**src/rtl/mau_seq_pkg.sv**
```systemverilog
// Shared types and default sizing for the TOP_MAU sequencer.
package mau_seq_pkg;

    localparam int DATA_W_DEF      = 24;
    localparam int DEPTH_DEF       = 4;
    localparam int WORK_CYCLES_DEF = 6;
    localparam int GAP_CYCLES_DEF  = 2;
    localparam int PTR_W_DEF       = $clog2(DEPTH_DEF);
    localparam int CNT_W_DEF       = PTR_W_DEF + 1;

    typedef enum logic [2:0] {
        ST_IDLE = 3'd0,
        ST_LOAD = 3'd1,
        ST_RUN  = 3'd2,
        ST_GAP  = 3'd3,
        ST_FIN  = 3'd4
    } state_t;

endpackage

```
**src/rtl/mau_seq_ctrl_if.sv**
```systemverilog
// Bus between the LBUS/control side (master) and the sequencer (slave), plus MAU-side outputs.
interface mau_seq_ctrl_if #(
    parameter int DATA_W = mau_seq_pkg::DATA_W_DEF,
    parameter int DEPTH  = mau_seq_pkg::DEPTH_DEF
);
    localparam int CNT_W = $clog2(DEPTH) + 1;

    // op_wr is a single-cycle push with no ready: it lands when op_full is low (or a pop
    // happens in the same cycle); otherwise it is dropped and err latches high.
    logic                start;
    logic                op_wr;
    logic [DATA_W-1:0]   op_a_in;
    logic [DATA_W-1:0]   op_b_in;
    logic                op_full;
    logic [CNT_W-1:0]    op_count;
    logic [DATA_W-1:0]   mau_a;
    logic [DATA_W-1:0]   mau_b;
    logic                mau_enable;
    logic                busy;
    logic                done;
    logic                trig_out;
    logic                err;
    mau_seq_pkg::state_t dbg_state;

    modport master (
        output start, op_wr, op_a_in, op_b_in,
        input  op_full, op_count, mau_a, mau_b, mau_enable, busy, done, trig_out, err, dbg_state
    );

    modport slave (
        input  start, op_wr, op_a_in, op_b_in,
        output op_full, op_count, mau_a, mau_b, mau_enable, busy, done, trig_out, err, dbg_state
    );

endinterface

```
**src/rtl/mau_op_fifo.sv**
```systemverilog
// Synchronous operand FIFO; the read side is a combinational peek at head + offset.
module mau_op_fifo #(
    parameter int W     = 48,
    parameter int DEPTH = 4
) (
    input  logic                     clk,
    input  logic                     rst,
    input  logic                     i_push,
    input  logic                     i_pop,
    input  logic [W-1:0]             i_data,
    input  logic [$clog2(DEPTH)-1:0] i_peek_off,
    output logic [W-1:0]             o_peek,
    output logic                     o_full,
    output logic                     o_empty,
    output logic [$clog2(DEPTH):0]   o_count
);
    localparam int PTR_W = $clog2(DEPTH);
    localparam int CNT_W = PTR_W + 1;

    logic [W-1:0]     r_mem [DEPTH];
    logic [PTR_W-1:0] r_wr_ptr;
    logic [PTR_W-1:0] r_rd_ptr;
    logic [CNT_W-1:0] r_count;
    logic             w_do_pop;
    logic             w_do_push;
    logic [PTR_W-1:0] w_peek_idx;

    assign o_full     = (r_count == CNT_W'(DEPTH));
    assign o_empty    = (r_count == '0);
    assign o_count    = r_count;
    assign w_do_pop   = i_pop && !o_empty;
    // A pop in the same cycle frees a slot, so a push into a full FIFO still lands.
    assign w_do_push  = i_push && (!o_full || w_do_pop);
    assign w_peek_idx = r_rd_ptr + i_peek_off;
    assign o_peek     = r_mem[w_peek_idx];

    always_ff @(posedge clk) begin
        if (w_do_push) begin
            r_mem[r_wr_ptr] <= i_data;
        end
    end

    always_ff @(posedge clk) begin
        if (rst) begin
            r_wr_ptr <= '0;
            r_rd_ptr <= '0;
            r_count  <= '0;
        end else begin
            if (w_do_push) r_wr_ptr <= r_wr_ptr + PTR_W'(1);
            if (w_do_pop)  r_rd_ptr <= r_rd_ptr + PTR_W'(1);
            case ({w_do_push, w_do_pop})
                2'b10:   r_count <= r_count + CNT_W'(1);
                2'b01:   r_count <= r_count - CNT_W'(1);
                default: r_count <= r_count;
            endcase
        end
    end

endmodule

```
**src/rtl/mau_seq_ctrl.sv**
```systemverilog
// Runs each queued (a,b) pair through TOP_MAU with a fixed enable window and a quiet gap.
// Build option MAU_SEQ_REPLAY_EN: every start replays the whole FIFO without consuming it.
module mau_seq_ctrl
    import mau_seq_pkg::*;
#(
    parameter int DATA_W      = DATA_W_DEF,
    parameter int DEPTH       = DEPTH_DEF,
    parameter int WORK_CYCLES = WORK_CYCLES_DEF,
    parameter int GAP_CYCLES  = GAP_CYCLES_DEF
) (
    input logic           clk,
    input logic           rst,
    mau_seq_ctrl_if.slave bus
);
    localparam int PTR_W   = $clog2(DEPTH);
    localparam int CNT_W   = PTR_W + 1;
    localparam int TMR_MAX = (WORK_CYCLES > GAP_CYCLES) ? WORK_CYCLES : GAP_CYCLES;
    localparam int TMR_W   = $clog2(TMR_MAX + 1);
    localparam logic [TMR_W-1:0] WORK_LAST = TMR_W'(WORK_CYCLES - 1);
    localparam logic [TMR_W-1:0] GAP_LAST  = TMR_W'(GAP_CYCLES - 1);

    state_t              r_state;
    state_t              w_next;
    logic [TMR_W-1:0]    r_tmr;
    logic                r_first;
    logic                r_err;
    logic [DATA_W-1:0]   r_mau_a;
    logic [DATA_W-1:0]   r_mau_b;
    logic                w_push;
    logic                w_pop;
    logic                w_push_err;
    logic                w_start_err;
    logic                w_full;
    logic                w_empty;
    logic                w_has_more;
    logic [PTR_W-1:0]    w_peek_off;
    logic [2*DATA_W-1:0] w_peek;
    logic [CNT_W-1:0]    w_count;
    logic                w_enable;
    logic                w_busy;
    logic                w_done;
    logic                w_trig;

    assign w_start_err = bus.start && (r_state != ST_IDLE);

`ifdef MAU_SEQ_REPLAY_EN
    // Cursor walks the stored entries from the oldest; the FIFO itself is never popped.
    logic [CNT_W-1:0] r_cursor;

    always_ff @(posedge clk) begin
        if (rst) begin
            r_cursor <= '0;
        end else if (r_state == ST_IDLE && bus.start) begin
            r_cursor <= '0;
        end else if (r_state == ST_LOAD) begin
            r_cursor <= r_cursor + CNT_W'(1);
        end
    end

    assign w_pop      = 1'b0;
    assign w_push     = bus.op_wr && (r_state == ST_IDLE);
    assign w_push_err = bus.op_wr && ((r_state != ST_IDLE) || w_full);
    assign w_peek_off = r_cursor[PTR_W-1:0];
    assign w_has_more = (r_cursor < w_count);
`else
    assign w_pop      = (r_state == ST_LOAD);
    assign w_push     = bus.op_wr;
    assign w_push_err = bus.op_wr && w_full && !w_pop;
    assign w_peek_off = '0;
    assign w_has_more = !w_empty;
`endif

    mau_op_fifo #(
        .W     (2 * DATA_W),
        .DEPTH (DEPTH)
    ) u_fifo (
        .clk        (clk),
        .rst        (rst),
        .i_push     (w_push),
        .i_pop      (w_pop),
        .i_data     ({bus.op_a_in, bus.op_b_in}),
        .i_peek_off (w_peek_off),
        .o_peek     (w_peek),
        .o_full     (w_full),
        .o_empty    (w_empty),
        .o_count    (w_count)
    );

    always_ff @(posedge clk) begin
        if (rst) r_state <= ST_IDLE;
        else     r_state <= w_next;
    end

    always_comb begin
        w_next = r_state;
        case (r_state)
            ST_IDLE: if (bus.start) w_next = w_empty ? ST_FIN : ST_LOAD;
            ST_LOAD: w_next = ST_RUN;
            ST_RUN:  if (r_tmr == WORK_LAST) w_next = ST_GAP;
            ST_GAP:  if (r_tmr == GAP_LAST) w_next = w_has_more ? ST_LOAD : ST_FIN;
            ST_FIN:  w_next = ST_IDLE;
            default: w_next = ST_IDLE;
        endcase
    end

    always_comb begin
        w_enable = 1'b0;
        w_done   = 1'b0;
        w_trig   = 1'b0;
        w_busy   = (r_state != ST_IDLE);
        case (r_state)
            ST_LOAD: w_trig   = r_first;
            ST_RUN:  w_enable = 1'b1;
            ST_FIN:  w_done   = 1'b1;
            default: ;
        endcase
    end

    always_ff @(posedge clk) begin
        if (rst) begin
            r_tmr   <= '0;
            r_first <= 1'b0;
            r_err   <= 1'b0;
            r_mau_a <= '0;
            r_mau_b <= '0;
        end else begin
            if ((r_state == ST_RUN || r_state == ST_GAP) && w_next == r_state) begin
                r_tmr <= r_tmr + TMR_W'(1);
            end else begin
                r_tmr <= '0;
            end
            // r_first marks pair 0 of a schedule so the scope trigger fires once per start.
            if (r_state == ST_IDLE && bus.start) begin
                r_first <= 1'b1;
            end else if (r_state == ST_LOAD) begin
                r_first <= 1'b0;
            end
            if (r_state == ST_LOAD) begin
                r_mau_a <= w_peek[2*DATA_W-1:DATA_W];
                r_mau_b <= w_peek[DATA_W-1:0];
            end
            if (w_start_err || w_push_err) r_err <= 1'b1;
        end
    end

    assign bus.op_full    = w_full;
    assign bus.op_count   = w_count;
    assign bus.mau_a      = r_mau_a;
    assign bus.mau_b      = r_mau_b;
    assign bus.mau_enable = w_enable;
    assign bus.busy       = w_busy;
    assign bus.done       = w_done;
    assign bus.trig_out   = w_trig;
    assign bus.err        = r_err;
    assign bus.dbg_state  = r_state;

endmodule

```
**src/flat_wrapper.sv**
```systemverilog
// flat-port wrapper written by rule: the top's interface ports become plain ports
module mau_seq_ctrl_flat import mau_seq_pkg::*;
#(
    parameter int DATA_W      = DATA_W_DEF,
    parameter int DEPTH       = DEPTH_DEF,
    parameter int WORK_CYCLES = WORK_CYCLES_DEF,
    parameter int GAP_CYCLES  = GAP_CYCLES_DEF
)
  (clk, rst, bus_start, bus_op_wr, bus_op_a_in, bus_op_b_in, bus_op_full, bus_op_count, bus_mau_a, bus_mau_b, bus_mau_enable, bus_busy, bus_done, bus_trig_out, bus_err, bus_dbg_state);
  mau_seq_ctrl_if #(.DATA_W(DATA_W), .DEPTH(DEPTH)) bus_i ();
  input logic clk;
  input logic rst;
  input wire logic [$bits(bus_i.start)-1:0] bus_start;
  input wire logic [$bits(bus_i.op_wr)-1:0] bus_op_wr;
  input wire logic [$bits(bus_i.op_a_in)-1:0] bus_op_a_in;
  input wire logic [$bits(bus_i.op_b_in)-1:0] bus_op_b_in;
  output wire logic [$bits(bus_i.op_full)-1:0] bus_op_full;
  output wire logic [$bits(bus_i.op_count)-1:0] bus_op_count;
  output wire logic [$bits(bus_i.mau_a)-1:0] bus_mau_a;
  output wire logic [$bits(bus_i.mau_b)-1:0] bus_mau_b;
  output wire logic [$bits(bus_i.mau_enable)-1:0] bus_mau_enable;
  output wire logic [$bits(bus_i.busy)-1:0] bus_busy;
  output wire logic [$bits(bus_i.done)-1:0] bus_done;
  output wire logic [$bits(bus_i.trig_out)-1:0] bus_trig_out;
  output wire logic [$bits(bus_i.err)-1:0] bus_err;
  output wire logic [$bits(bus_i.dbg_state)-1:0] bus_dbg_state;
  assign bus_i.start = bus_start;
  assign bus_i.op_wr = bus_op_wr;
  assign bus_i.op_a_in = bus_op_a_in;
  assign bus_i.op_b_in = bus_op_b_in;
  assign bus_op_full = bus_i.op_full;
  assign bus_op_count = bus_i.op_count;
  assign bus_mau_a = bus_i.mau_a;
  assign bus_mau_b = bus_i.mau_b;
  assign bus_mau_enable = bus_i.mau_enable;
  assign bus_busy = bus_i.busy;
  assign bus_done = bus_i.done;
  assign bus_trig_out = bus_i.trig_out;
  assign bus_err = bus_i.err;
  assign bus_dbg_state = bus_i.dbg_state;
  mau_seq_ctrl #(.DATA_W(DATA_W), .DEPTH(DEPTH), .WORK_CYCLES(WORK_CYCLES), .GAP_CYCLES(GAP_CYCLES)) u_core (.clk(clk), .rst(rst), .bus(bus_i));
endmodule
```
**config.mk**
```make
export PLATFORM = sky130hd
export DESIGN_NAME = mau_seq_ctrl_flat
export DESIGN_NICKNAME = d
export VERILOG_FILES = /design/src/rtl/mau_seq_pkg.sv /design/src/rtl/mau_seq_ctrl_if.sv /design/src/rtl/mau_op_fifo.sv /design/src/rtl/mau_seq_ctrl.sv /design/src/flat_wrapper.sv
export SDC_FILE = /design/constraint.sdc
export NUM_CORES = 1
export LEC_CHECK = 0
export ABC_CLOCK_PERIOD_IN_PS = 3300
export CAP_MARGIN = 15
export CORE_ASPECT_RATIO = 1.5
export CORE_UTILIZATION = 35
export CTS_BUF_LIST = sky130_fd_sc_hd__clkbuf_8 sky130_fd_sc_hd__clkbuf_16
export DETAILED_ROUTE_END_ITERATION = 16
export GPL_ROUTABILITY_DRIVEN = 0
export HOLD_SLACK_MARGIN = 0.02
export PLACE_DENSITY = 0.54
export SETUP_SLACK_MARGIN = 0.3
export SYNTH_ARGS = -nofsm -noshare
export SYNTH_HDL_FRONTEND = slang
export SYNTH_SLANG_ARGS = --single-unit
```
**constraint.sdc**
```tcl
create_clock -name clk -period 3.3 [get_ports clk]
set_input_delay 0.99 -clock clk [delete_from_list [all_inputs] [get_ports clk]]
set_output_delay 0.99 -clock clk [all_outputs]
set_load 0.01 [all_outputs]
```
==> metrics.txt, run 1 <==
status=completed; Die Height=201 um; register area share after synthesis=0.758; clk sinks=between 200 and 300; worst flop-to-flop path startpoint=u_core.bus.dbg_state[0]; vias in the first global route=5030; Area contributors post-synth=edfxtp_1, dfxtp_1, mux4_2; CP required=between 2 and 2.5 ns; Rows=72; Hold Crit Class=flip-flop to flip-flop; RSZ-0062 raised after global routing=false; FFs w/ async S/R, synth=0; Ys Warns=0; CTS buffer count=24; diode count=0; first-pass GRT wire length=~29000 um; #FFs+latches synth=about 260; Layout area overhead=25.3%; biggest area consumer among synthesized cells=edfxtp_1; Post-Route Utilization=0.448; Reg clk slew, reported paths=about 0.070 ns; Setup Crit Path Kind=flip-flop to output pin; H-tree depth=1; Vias/cell=roughly 5.0; Max Fanout on Critical Path=7; clk_lat worst skew=0.51 ns; Final setup viols=0; top cell type's share of synthesized area=0.622; max_cap viols=0; largest net degree at the start of global routing=~50; fin area=roughly 12000 um^2; Leak=about 0.0038 uW; core area=approximately 26000 um^2; post-synthesis instance area=just over 9000 um^2; Post-synth EDFFs=~190; via count=4682; CP Launch Point=u_core.u_fifo.o_count[0]; endpoints failing hold=0; Final min period=2.89 ns; Max Slew Vio Count=0; 1st-iter DRT viols=219; Fmax=346 MHz; Total Routing Usage GR=0.142; DRC Markers=0; num ports=roughly 110; Clock Skew=around 0.015 ns; initial antenna violation count=0; ys flop type=edfxtp_1; final worst-path cycle share=0.876; Port Buf Inserts=between 100 and 150; WP data arrival=roughly 1.9 ns; die area=~27000 um^2; drt pass-1 iters=4; TritonCTS clock tree=done; WL final=between 15000 and 20000 um; Mapped Avg Cell Area=about 20 um^2; share of cells above drive strength 1=0.188; width of the die=around 130 um; worst vdd ir=~0.42 mV; Antenna Nets Post-Route=0; initial core utilization=0.357; final-stage net count=between 600 and 700; Area after DPL=~11000 um^2; Pwr Density=591 nW/um^2; crit path launch type=flip-flop; Fin Setup TNS=0 ns; min-delay src=u_core.r_tmr[0]; GR Overflow Total=0; CTS Root Cell=clkbuf_16; Worst slew margin=0.487; Max Root-Sink Buffers=3; HPWL after DPL=11000 um; measured slew at the worst slew-check pin=between 0.7 and 0.8 ns; post-DR wirelength/cell=20.0 um; Post-Synthesis Cells=between 400 and 500; Cell variety after synth=between 40 and 50; syn_nets=around 530; Worst setup EP type=output pin
-- cell usage in the layout (no fill, tap or decap), types with 2 or more instances in the layout --
cell type / n
nand3_1: 3
clkbuf_16: 25
a21o_1: 2
a21oi_1: 6
a31oi_1: 2
xor2_1: 2
dfxtp_1: 58
nor4_1: 2
nand2_1: 6
nor3b_1: 3
and2_1: 2
edfxtp_1: 192
nor3_1: 2
and2_2: 4
dfxtp_2: 3
inv_1: 14
buf_12: 5
clkinv_2: 8
mux4_2: 48
dfxtp_4: 2
nor2_1: 14
buf_4: 12
a211oi_1: 2
o2111ai_1: 2
ha_1: 6
a22o_1: 48
xnor2_1: 4
nor2b_1: 2
clkdlybuf4s50_1: 111
-- logic make-up after synthesis --
| family | synth area share |
|---|---|
| AOI/OAI and AO/OA | 0.0626 |
| xor gates and xnor gates | 0.00567 |
| adders and majority gates | 0.0103 |
| buffers and inverters | 0.0194 |
| DFF | 0.758 |
| muxes | 0.118 |
| and+or+nand+nor | 0.0267 |
-- synth_stat cells (2+ instances only) --
library cell  number
a211oi_1           2
a21o_1             2
a21oi_1            6
a22o_1            48
a31oi_1            2
and2_1             6
buf_1              2
buf_2             12
buf_6              4
clkbuf_1          10
dfxtp_1           63
edfxtp_1         192
ha_1               6
inv_1              8
mux4_2            48
nand2_1            6
nand3_1            3
nor2_1            15
nor2b_1            2
nor3_1             2
nor3b_1            3
nor4_1             2
o2111ai_1          2
xnor2_1            4
xor2_1             2
-- per-stage QoR --
stage	setup WS, ns	std cells	total power [uW]	hold WS (ns)
final	0.410	945	6870	0.455
after CTS	0.311	942	6960	0.463
after global routing	0.312	945	7130	0.483
after detailed placement	0.285	897	4340	0.447
after global placement	0.291	897	4310	0.431
after floorplan	0.627	468	4040	0.421
-- path summary, 6_finish.rpt --
kind	to	slack [ns]	cells after the start
max	bus_op_full	0.41	3
min	u_core.r_tmr[0]	0.45	1
max reg2reg	u_core.u_fifo.o_count[2]	0.77	9
min reg2reg	u_core.r_tmr[0]	0.45	1
-- flip-flops by register name, indices dropped and copies added, names as in the netlist --
register / count
u_core.u_fifo.r_rd_ptr: 2
u_core.bus.err: 1
u_core.bus.mau_b: 24
u_core.u_fifo.o_count: 3
u_core.u_fifo.r_wr_ptr: 2
u_core.r_tmr: 3
u_core.u_fifo.r_mem: 192
u_core.bus.mau_a: 24
u_core.bus.dbg_state: 3
u_core.r_first: 1
-- layer usage --
metal  track usage  wire [um]  up-vias
li1              -          -     2143
met1         0.173       7860     2417
met2         0.258       9980      101
met3        0.0212        755       21
met4        0.0393        291        0
met5             0          0        -
-- report_power, final --
part	switching [uW]	internal [uW]
clock	1130	1480
combinational	273	288
sequential	74.1	3630
-- area by class of cell --
cell class	instances	area, um^2
Clock inverter	18	113
Multi-Input combinational cell	177	2080
Fill cell	2261	14300
Sequential cell	255	7040
Clock buffer	26	639
Inverter	8	30.0
Tap cell	333	417
Timing Repair Buffer	128	1300
-- critical path: stages, from the launching register on --
cell             delay (ns)
dfxtp_1                0.37
nor2_1                 0.29
and2_1                 0.20
clkdlybuf4s50_1        0.54
-- repair_timing --
item,4_1_cts,5_1_grt
resized for setup,3,1
buffers inserted,1,2
setup endpoints to repair,1,1
hold buffers,0,0
pin swaps,0,0
cloned,0,0
(Power assumes the default switching activity.)
==> run 2: changes to the inputs <==
--- a/config.mk
+++ b/config.mk
@@ -8,6 +8,7 @@
 export ABC_CLOCK_PERIOD_IN_PS = 3300
 export CAP_MARGIN = 15
 export CORE_ASPECT_RATIO = 1.5
+export CORE_MARGIN = 2
 export CORE_UTILIZATION = 35
 export CTS_BUF_LIST = sky130_fd_sc_hd__clkbuf_8 sky130_fd_sc_hd__clkbuf_16
 export DETAILED_ROUTE_END_ITERATION = 16
@@ -15,6 +16,7 @@
 export HOLD_SLACK_MARGIN = 0.02
 export PLACE_DENSITY = 0.54
 export SETUP_SLACK_MARGIN = 0.3
+export SKIP_LAST_GASP = 1
 export SYNTH_ARGS = -nofsm -noshare
 export SYNTH_HDL_FRONTEND = slang
 export SYNTH_SLANG_ARGS = --single-unit
==> run 2 against run 1 <==
  * Hold slack improved by 0.0040 ns
  * Sequential cell count did not move
  * Largest cell class unchanged
  * Worst setup slack lost 0.015 ns
  * Global-route usage is 0.69 points lower
==> metrics.txt, run 2 (synthesis results as in run 1) <==
status=completed (unchanged); width of the die=137 um (was 135 um); core area=26300 um^2 (was 25900 um^2); clk sinks=255 (unchanged); initial antenna violation count=0 (unchanged); Die Height=203 um (was 201 um); Pwr Density=603 nW/um^2 (was 591 nW/um^2); Min Hold Slack=0.459 ns (was 0.455 ns); Setup Crit Path Kind=flip-flop to output pin (unchanged); share of cells above drive strength 1=0.190 (was 0.188); DP Worst Slack=0.496 ns (was 0.285 ns); max FFs per register=192 (unchanged); Layout area overhead=26.0% (was 25.3%); GR Overflow Total=0 (unchanged); final non-filler cell total=946 (was 945); Vias/cell=4.93 (was 4.95); Hold Buf Count CTS=0 (unchanged); most frequent cells in the layout=edfxtp_1, clkdlybuf4s50_1, dfxtp_1 (unchanged); Worst setup EP type=output pin (unchanged); Reg clk slew, reported paths=0.06 ns (was 0.07 ns); first-pass GRT wire length=28600 um (was 29100 um); TritonCTS clock tree=done (unchanged); Hold Crit Class=flip-flop to flip-flop (unchanged); Max Root-Sink Buffers=3 (unchanged); CTS buffer count=24 (unchanged); measured slew at the worst slew-check pin=0.770 ns (was 0.769 ns); most flop-heavy register=u_core.u_fifo.r_mem (unchanged); multi-input combinational cell area=2080 um^2 (about the same); vias in the first global route=4969 (was 5030); 1st-iter DRT viols=239 (was 219); Rows=73 (was 72); Total Routing Usage GR=0.135 (was 0.142); CTS Root Cell=clkbuf_16 (unchanged); post-DR wirelength/cell=19.7 um (was 20.0 um); commonest non-fill, non-tap cell in the layout=edfxtp_1 (unchanged); final-stage net count=650 (was 653); via count=4660 (was 4682); Port Buf Inserts=111 (unchanged); Max Fanout on Critical Path=13 (was 7); Final setup viols=0 (unchanged); Antenna Nets Post-Route=0 (unchanged); Max Slew Vio Count=0 (unchanged); Fin Setup TNS=0 ns (unchanged); clk_lat worst skew=0.51 ns (about the same); initial core utilization=0.353 (was 0.357); diode count=0 (unchanged); die area=27800 um^2 (was 27200 um^2); Fmax=344 MHz (was 346 MHz); Leak=0.00381 uW (was 0.00380 uW); Worst slew margin=0.486 (was 0.487); largest net degree at the start of global routing=49 (unchanged); CP required=2.31 ns (about the same); WL final=18700 um (was 18900 um); Final min period=2.91 ns (was 2.89 ns); max_cap viols=0 (unchanged); worst setup margin=0.394 ns (was 0.410 ns); crit path launch type=flip-flop (unchanged); endpoints failing hold=0 (unchanged); Fillers=2272 (was 2261); WP data arrival=1.92 ns (was 1.90 ns); num ports=112 (unchanged); Post-Place Cells=900 (was 897); final worst-path cycle share=0.880 (was 0.876); Storage cell area=7040 um^2 (unchanged); RSZ-0062 raised after global routing=false (unchanged); Clock Skew=0.00931 ns (was 0.0145 ns); HPWL after DPL=11100 um (was 11000 um); worst vdd ir=0.389 mV (was 0.416 mV); DRC Markers=0 (unchanged); drt pass-1 iters=6 (was 4); H-tree depth=1 (unchanged); Power Total=7040 uW (was 6870 uW)
==> run 2: where the power goes <==
group / internal (uW) / total [uW] / switching [uW]
logic: 286 / 562 / 276
registers: 3630 / 3700 / 71.4
clock network: 1640 / 2780 / 1140
==> run 2: final cells by class <==
type                            count  share of cell area
Clock buffer                       30              0.0594
Clock inverter                     14              0.0105
Inverter                            8             0.00257
Multi-Input combinational cell    177               0.178
Sequential cell                   255               0.603
Tap cell                          337              0.0361
Timing Repair Buffer              125               0.111
==> run 2: critical path: stages (launching register included) <==
cell and delay [ns]:
dfxtp_2 0.39, nor3b_2 0.19, buf_4 0.18, and2_1 0.13, clkdlybuf4s50_1 0.53
==> run 2: timing repair <==
item	in CTS	in global routing
cloned	0	0
setup buffers	0	2
endpoints found under the setup margin	1	2
gates resized for setup	3	2
==> run 2: through the flow <==
step           utilization  cell area, um^2
2_1_floorplan            -             9280
3_3_place_gp         0.412            10800
3_5_place_dp         0.412            10800
4_1_cts              0.443            11700
5_1_grt              0.444            11700
6_report             0.444            11700
==> run 2: path summary, 6_finish.rpt <==
kind	startpoint	slack, ns	end	cells after the start
min reg2reg	u_core.r_tmr[0]	0.46	u_core.r_tmr[0]	1
max reg2reg	u_core.bus.dbg_state[1]	0.91	u_core.u_fifo.o_count[1]	7
max	u_core.bus.dbg_state[1]	0.39	bus_trig_out	4
min	u_core.r_tmr[0]	0.46	u_core.r_tmr[0]	1
==> run 2: per-layer routing <==
layer	vias up	part of all wire	global-route usage
li1	2139	-	-
met1	2384	0.41	0.165
met2	113	0.53	0.246
met3	24	0.044	0.0209
met4	0	0.017	0.0379
met5	-	0	0
